### src/rtl/mod_reduce_256.sv
// Reduces a DW-bit dividend modulo an MW-bit modulus by restoring shift-subtract,
// one dividend bit per clock, with valid/ready handshakes on both sides.
module mod_reduce_256 #(
  parameter int DW = 256,
  parameter int MW = 64
) (
  input  logic          clk,
  input  logic          reset,
  input  logic          in_valid,
  output logic          in_ready,
  input  logic [DW-1:0] dividend,
  input  logic [MW-1:0] modulus,
  output logic          out_valid,
  input  logic          out_ready,
  output logic [MW-1:0] remainder,
  output logic          div_zero
);
  localparam int CW = $clog2(DW);

  typedef enum logic [1:0] {IDLE, CALC, DONE} state_t;

  state_t        state, state_nxt;
  logic [DW-1:0] d;
  logic [MW-1:0] m;
  logic [MW-1:0] r;
  logic [MW:0]   t;
  logic [MW-1:0] r_nxt;
  logic [CW-1:0] cnt;
  logic          accept;

  assign accept = (state == IDLE) && in_valid;

  // r < m always holds, so only the shifted-in trial value needs the extra bit;
  // the difference after a successful subtract again fits in MW bits.
  always_comb begin
    t     = {r, d[DW-1]};
    r_nxt = t[MW-1:0];
    if (t >= {1'b0, m}) r_nxt = MW'(t - {1'b0, m});
  end

  always_ff @(posedge clk or negedge reset) begin
    if (!reset) state <= IDLE;
    else        state <= state_nxt;
  end

  always_comb begin
    state_nxt = state;
    case (state)
      IDLE:    if (in_valid) state_nxt = (modulus == '0) ? DONE : CALC;
      CALC:    if (cnt == '0) state_nxt = DONE;
      DONE:    if (out_ready) state_nxt = IDLE;
      default: state_nxt = IDLE;
    endcase
  end

  always_comb begin
    in_ready  = (state == IDLE);
    out_valid = (state == DONE);
  end

  always_ff @(posedge clk or negedge reset) begin
    if (!reset) begin
      d         <= '0;
      m         <= '0;
      r         <= '0;
      cnt       <= '0;
      remainder <= '0;
      div_zero  <= 1'b0;
    end else if (accept) begin
      d        <= dividend;
      m        <= modulus;
      r        <= '0;
      cnt      <= CW'(DW - 1);
      div_zero <= (modulus == '0);
      if (modulus == '0) remainder <= '0;
    end else if (state == CALC) begin
      d   <= d << 1;
      r   <= r_nxt;
      cnt <= cnt - CW'(1);
      if (cnt == '0) remainder <= r_nxt;
    end
  end

  a_rem_lt_mod: assert property (@(posedge clk) disable iff (!reset)
    (out_valid && !div_zero) |-> (remainder < m));

endmodule

### config.mk
export PLATFORM = sky130hd
export DESIGN_NAME = mod_reduce_256
export DESIGN_NICKNAME = d
export VERILOG_FILES = /design/src/rtl/mod_reduce_256.sv
export SDC_FILE = /design/constraint.sdc
export NUM_CORES = 1
export LEC_CHECK = 0
export CAP_MARGIN = 20
export CORE_MARGIN = 2
export CORE_UTILIZATION = 50
export DETAILED_ROUTE_END_ITERATION = 16
export DONT_BUFFER_PORTS = 1
export HOLD_SLACK_MARGIN = 0.1
export MAX_ROUTING_LAYER = met4
export PLACE_DENSITY_LB_ADDON = 0.08
export SETUP_SLACK_MARGIN = 0.05
export SYNTH_ARGS = -nofsm -noshare
export SYNTH_HDL_FRONTEND = slang
export SYNTH_SLANG_ARGS = --single-unit
### constraint.sdc
create_clock -name clk -period 4.25 [get_ports clk]
set_clock_uncertainty 0.2 [all_clocks]
set_input_delay 0.85 -clock clk [delete_from_list [all_inputs] [get_ports clk]]
set_output_delay 0.85 -clock clk [all_outputs]
set_load 0.02 [all_outputs]
==> results.tsv, run 1 <==
metric	value	unit
netlist_area	0.0231	mm²
coreArea	0.0455	mm²
synth_flop_cell	dfrtp_1	
worst_pin_slew	1.78	ns
synth_cell_types	68	
status	complete, but fails checks	
route.detailed.wl_per_inst	20.9	µm
synth-simple-area-share	0.177	
hold_ws	-0.246	ns
syn_area_per_cell	8.82	µm²
cts.reportedPaths.clkPinSlew	0.06	ns
rr_endpoint	remainder[51]	
power_leakage	12.3	nW
dieArea	0.0479	mm²
post-cts-setup-buffers	0	
finalCriticalPeriod	3.75	ns
end_kind	flop	
vias	18700	
drc_errors	0	
ys_seq_area_frac	0.498	
cts_resized	0	
maxCapViolations	0	
grt_overflow	0	
synthArstFlopShare	1.00	
r2r_cells	11	
cp.required	4.52	ns
setup_slack	0.501	ns
fin_crit_sh	0.882	
drt_iter0_drc	1565	
insertion_delay	0.61	ns
relSlewSlack	-0.189	
timing.rr.start	r[9]	
antenna_found_initial	3	
hp-class	primary input to async pin	
violations	hold timing, slew limit	
cts_buffers	51	
p_per_area	352	mW/mm²
tns	0	ns
syn_inst	2617	
cp-endpoint	remainder[51]	
synth_edf_count	0	
synth_top_area_cell	dfrtp_1	
die_w	219	µm
final_common_cell	nand2_1	
initial_core_util	0.507	
dr.pass1.iters	5	
cts_tree	done	
fillers	4225	
viasPerCell	5.92	
hold_viol_final	218	
fp-row-count	78	
pin_count	391	
synth_top_cell_area_share	0.498	
pre_cts_ws	0.509	ns
synth_top_family_by_area	compound AO/OA/AOI/OAI gates	
syn2layout_area_growth	9.08	%
startpoint_type	flop	
final_nets	2916	
grt_use_total	0.282	
r2r_setup_slack	0.50	ns
startpoint	r[9]	
synth_seq_cells	459	
synth_warnings	0	
root_buffer	clkbuf_16	
synth_fa_ha_area_frac	0.0367	
grt_pass1_wl	104000	µm
cts_buffer_depth	3	
stdcell_area	0.0252	mm²
wl	66100	µm
setup-violations-final	0	
grt_pass1_vias	18700	
yosys-top-cells-area	dfrtp_1 50%, nand2_1 12%, a22oi_1 8.5%	
max_freq	0.267	GHz
ant_nets	0	
layout-drive-gt1-share	0.0530	
synth.area.mux_share	0.00737	
synth_xor_area_frac	0.0232	
dp_hpwl	45800	µm
slew_violations	204	
die_h	219	µm
numPortBuffers	0	
h-tree-depth	2	
grt_max_degree	460	
gp_congestion	0.948	
path_class	flop to flop	
path_max_fanout	12	
cts_sinks	459	
syn_nets	3008	
rsz0062_at_grt	no	
place_area	0.0235	mm²
synth_compound_area_frac	0.212	
arrival	4.02	ns
most-common-layout-cells	731 x nand2_1, 459 x dfrtp_1, 260 x a22oi_1, 240 x o21ai_0, 118 x a21oi_1	
peakVddDrop	401	µV
## power breakdown
group,total (W),switching (W),leakage (nW),internal [W]
Combinational,0.00000789,0.00000414,5.96,0.00000375
Clock,0.00447,0.00186,0.825,0.00261
Sequential,0.00437,0,5.51,0.00437
Total,0.00885,0.00186,12.3,0.00699
## synth_stat cells (all sizes together), types with 3 or more instances
cell / n
o221ai: 4
nor2b: 4
a31o: 3
a31oi: 10
nand2: 733
nand3: 57
o41ai: 3
ha: 66
clkbuf: 153
xnor2: 36
and3: 6
or3: 5
o31ai: 7
o21ai: 263
a21oi: 121
buf: 27
nand2b: 11
o21a: 14
a32oi: 8
or4: 4
nor3: 20
o211ai: 3
and4: 3
nand4: 39
dfrtp: 459
nor4: 25
and2: 6
a22oi: 260
inv: 90
o21bai: 18
a21o: 22
nor2: 60
mux2i: 17
a211oi: 9
xor2: 25
## per-layer routing
layer / vias up / global-route usage / share of wire
li1: 8944 / - / -
met2: 588 / 0.423 / 0.45
met3: 129 / 0.0863 / 0.086
met5: - / - / 0
met1: 9086 / 0.363 / 0.42
met4: 0 / 0.101 / 0.036
## state kept, by name, summed over array words and instances, names as in the netlist
name and count:
d 256, state 2, m 64, cnt 8, r 64, div_zero 1
remainder 64
## through the flow
| stage | cells | total power (W) | util |
|---|---|---|---|
| 3_5_place_dp | 3072 | 0.00446 | 0.516 |
| 2_1_floorplan | 2617 | 0.00445 | - |
| 3_3_place_gp | 3072 | 0.00446 | 0.516 |
| 5_1_grt | 3168 | 0.00910 | 0.553 |
| 6_report | 3168 | 0.00885 | 0.553 |
| 4_1_cts | 3165 | 0.00894 | 0.553 |
## worst min-delay path by stage
stage	startpoint	end	slack, ns	cells after the start
5_1_grt	reset	remainder[38]	-0.27	0
3_3_place_gp	d[160]	d[160]	0.26	2
3_5_place_dp	d[236]	d[236]	0.26	2
2_1_floorplan	d[100]	d[100]	0.25	2
4_1_cts	reset	m[32]	-0.26	0
6_report	reset	m[32]	-0.25	0
## critical path, cell delays in order (launching register included)
cell and delay (ns):
dfrtp_1 0.41, ha_1 0.44, and4_1 0.31, and3_4 0.23, o311ai_4 0.13, a21oi_4 0.26, a21oi_4 0.13, o31ai_4 0.39
a31o_4 0.37, buf_4 0.25, mux2i_1 0.33, o21ai_0 0.15
## kinds of logic after synthesis
kind of cell / after synthesis
buf+inv: 270
fa+ha+maj: 67
compound gates: 764
simple gates: 979
mux: 17
flops: 459
xor+xnor: 61
## layout make-up
type                    instances  area [µm²]  share of cell area
flip-flops and latches        459       11500               0.456
clock buffers                  74        1440              0.0573
multi-input cells            1888       10600               0.421
well taps                     600         751              0.0298
diodes                          3        7.51            0.000298
repair buffers                 35         313              0.0124
clock inverters                19         246             0.00979
inverters                      90         338              0.0134
Note: power is estimated with default switching activity, not from simulation.
==> run 2, diff against run 1 <==
==> constraint.sdc (replaced) <==
create_clock -name clk -period 3.45 [get_ports clk]
set_clock_uncertainty 0.2 [all_clocks]
set_input_delay 0.69 -clock clk [delete_from_list [all_inputs] [get_ports clk]]
set_output_delay 0.69 -clock clk [all_outputs]
set_load 0.02 [all_outputs]
==> results.tsv, run 2 (synthesis results as in run 1) <==
metric	value	unit
coreArea	0.0455	mm²
pin_count	391	
dieArea	0.0479	mm²
viasPerCell	5.79	
cp_slowest_cell	dfrtp_1	
pre_cts_ws	0.0117	ns
rr_endpoint	r[62]	
crit_top_cell	a21oi_4	
worst_pin_slew	1.81	ns
setup-violations-final	0	
fin_total_pwr	0.0108	W
largest_reg_flops	256	
fin_crit_sh	0.973	
path_max_fanout	13	
antenna_found_initial	2	
r2r_setup_slack	0.09	ns
path_class	flop to flop	
arrival	3.62	ns
finalCriticalPeriod	3.36	ns
final_cells	3583	
gp_congestion	0.927	
maxCapViolations	0	
violations	hold timing, slew limit	
relSlewSlack	-0.204	
dp_hpwl	47100	µm
numPortBuffers	0	
critPathMaxStageDelay	0.42	ns
drt_iter0_drc	1732	
cts_sinks	459	
wl	72500	µm
grt_overflow	0	
status	complete, but fails checks	
h-tree-depth	2	
die_w	219	µm
crit_path_cell_trace	ha_1 > and4_4 > and3_4 > o311ai_4 > a21oi_4 > a21oi_4 > o31ai_4 > a31o_4 > buf_12 > clkbuf_16 > nand3b_1 > a22oi_2 > a211oi_2	
hold_viol_final	393	
end_kind	flop	
r2r_cells	13	
timing.rr.start	r[9]	
route.detailed.wl_per_inst	20.2	µm
peakVddDrop	381	µV
vias	20800	
grt_pass1_wl	113000	µm
p_per_area	364	mW/mm²
fillers	3678	
cts_tree	done	
insertion_delay	0.59	ns
hp-class	primary input to async pin	
cts_buffers	48	
cp.required	3.72	ns
dpl.cell_count	3156	
grt_max_degree	460	
tns	0	ns
root_buffer	clkbuf_16	
final_nets	3338	
syn2layout_area_growth	28.9	%
hold_ws	-0.406	ns
startpoint_type	flop	
setup_slack	0.0936	ns
die_h	219	µm
initial_core_util	0.507	
power_leakage	14.2	nW
fp-row-count	78	
ant_nets	0	
dr.pass1.iters	5	
rsz0062_at_grt	yes	
drc_errors	0	
final_common_cell	nand2_1	
grt_pass1_vias	21000	
most-common-layout-cells	728 x nand2_1, 457 x dfrtp_1, 321 x dlygate4sd3_1, 259 x a22oi_1, 211 x o21ai_0	
cts_hold_buf	321	
largest-register	d	
layout-drive-gt1-share	0.105	
max_freq	0.298	GHz
slew_violations	170	
cts_buffer_depth	3	
cts.reportedPaths.clkPinSlew	0.06	ns
grt_use_total	0.304	
-- run 2: changes by cell type in the layout (fill, tap and decap cells not counted), moves of 12 or more --
| cell | before | now |
|---|---|---|
| buf_4 | 31 | 120 |
| o21ai_0 | 240 | 211 |
| a21oi_1 | 118 | 105 |
| ha_1 | 66 | 48 |
| a21oi_2 | 0 | 13 |
| ha_4 | 0 | 12 |
| o21ai_1 | 23 | 45 |
| dlygate4sd3_1 | 0 | 321 |
-- run 2: report_power, final --
group          switching [W]  internal, W  total [W]  leakage, nW
Sequential                 0      0.00538    0.00538         5.51
Clock                0.00219      0.00294    0.00512        0.742
Combinational      0.0000869     0.000249   0.000336         7.90
Total                0.00228      0.00857     0.0108         14.2
-- run 2: cell type report --
cell class,count,area (µm²),area share
flip-flops and latches,459,11500,0.386
repair buffers,460,4480,0.151
diodes,2,5.00,0.000168
inverters,90,338,0.0114
clock inverters,11,125,0.00420
clock buffers,73,1400,0.0469
well taps,600,751,0.0252
multi-input cells,1888,11200,0.375
-- run 2: per-stage QoR --
step,area (µm²),hold slack [ns],utilization
final,29800,-0.406,0.654
after global routing,29800,-0.422,0.654
after CTS,29000,-0.431,0.637
after detailed placement,24200,0.206,0.532
after global placement,24200,0.205,0.532
after floorplan,23100,0.194,-
-- run 2: worst max path at each step --
stage,startpoint,end,slack (ns)
final,r[9],r[62],0.09
after global routing,r[23],remainder[41],-0.02
after CTS,r[15],remainder[51],0.05
after detailed placement,d[255],r[56],0.01
after global placement,r[18],remainder[49],-0.01
after floorplan,r[8],r[45],0.25
-- run 2: repair_timing --
item	CTS	global route
buffers inserted	2	16
gates cloned	0	3
pin swaps	2	31
endpoints found under the hold margin	780	459
setup endpoints to repair	10	126
gates resized for setup	6	136
-- run 2: metal layers --
| layer | part of all wire | routed length (µm) | track usage |
|---|---|---|---|
| met5 | 0 | 0 | - |
| met4 | 0.030 | 2190 | 0.0910 |
| met3 | 0.062 | 4510 | 0.0524 |
| met2 | 0.48 | 34800 | 0.489 |
| met1 | 0.43 | 31000 | 0.396 |
-- run 2: critical path: cells and delay by family (launching register included) --
family | cells | cell delay [ns]
and+or+nand+nor | 3 | 0.63
AOI/OAI and AO/OA | 7 | 1.33
adders and majority gates | 1 | 0.32
buffers and inverters | 2 | 0.32
DFF | 1 | 0.42
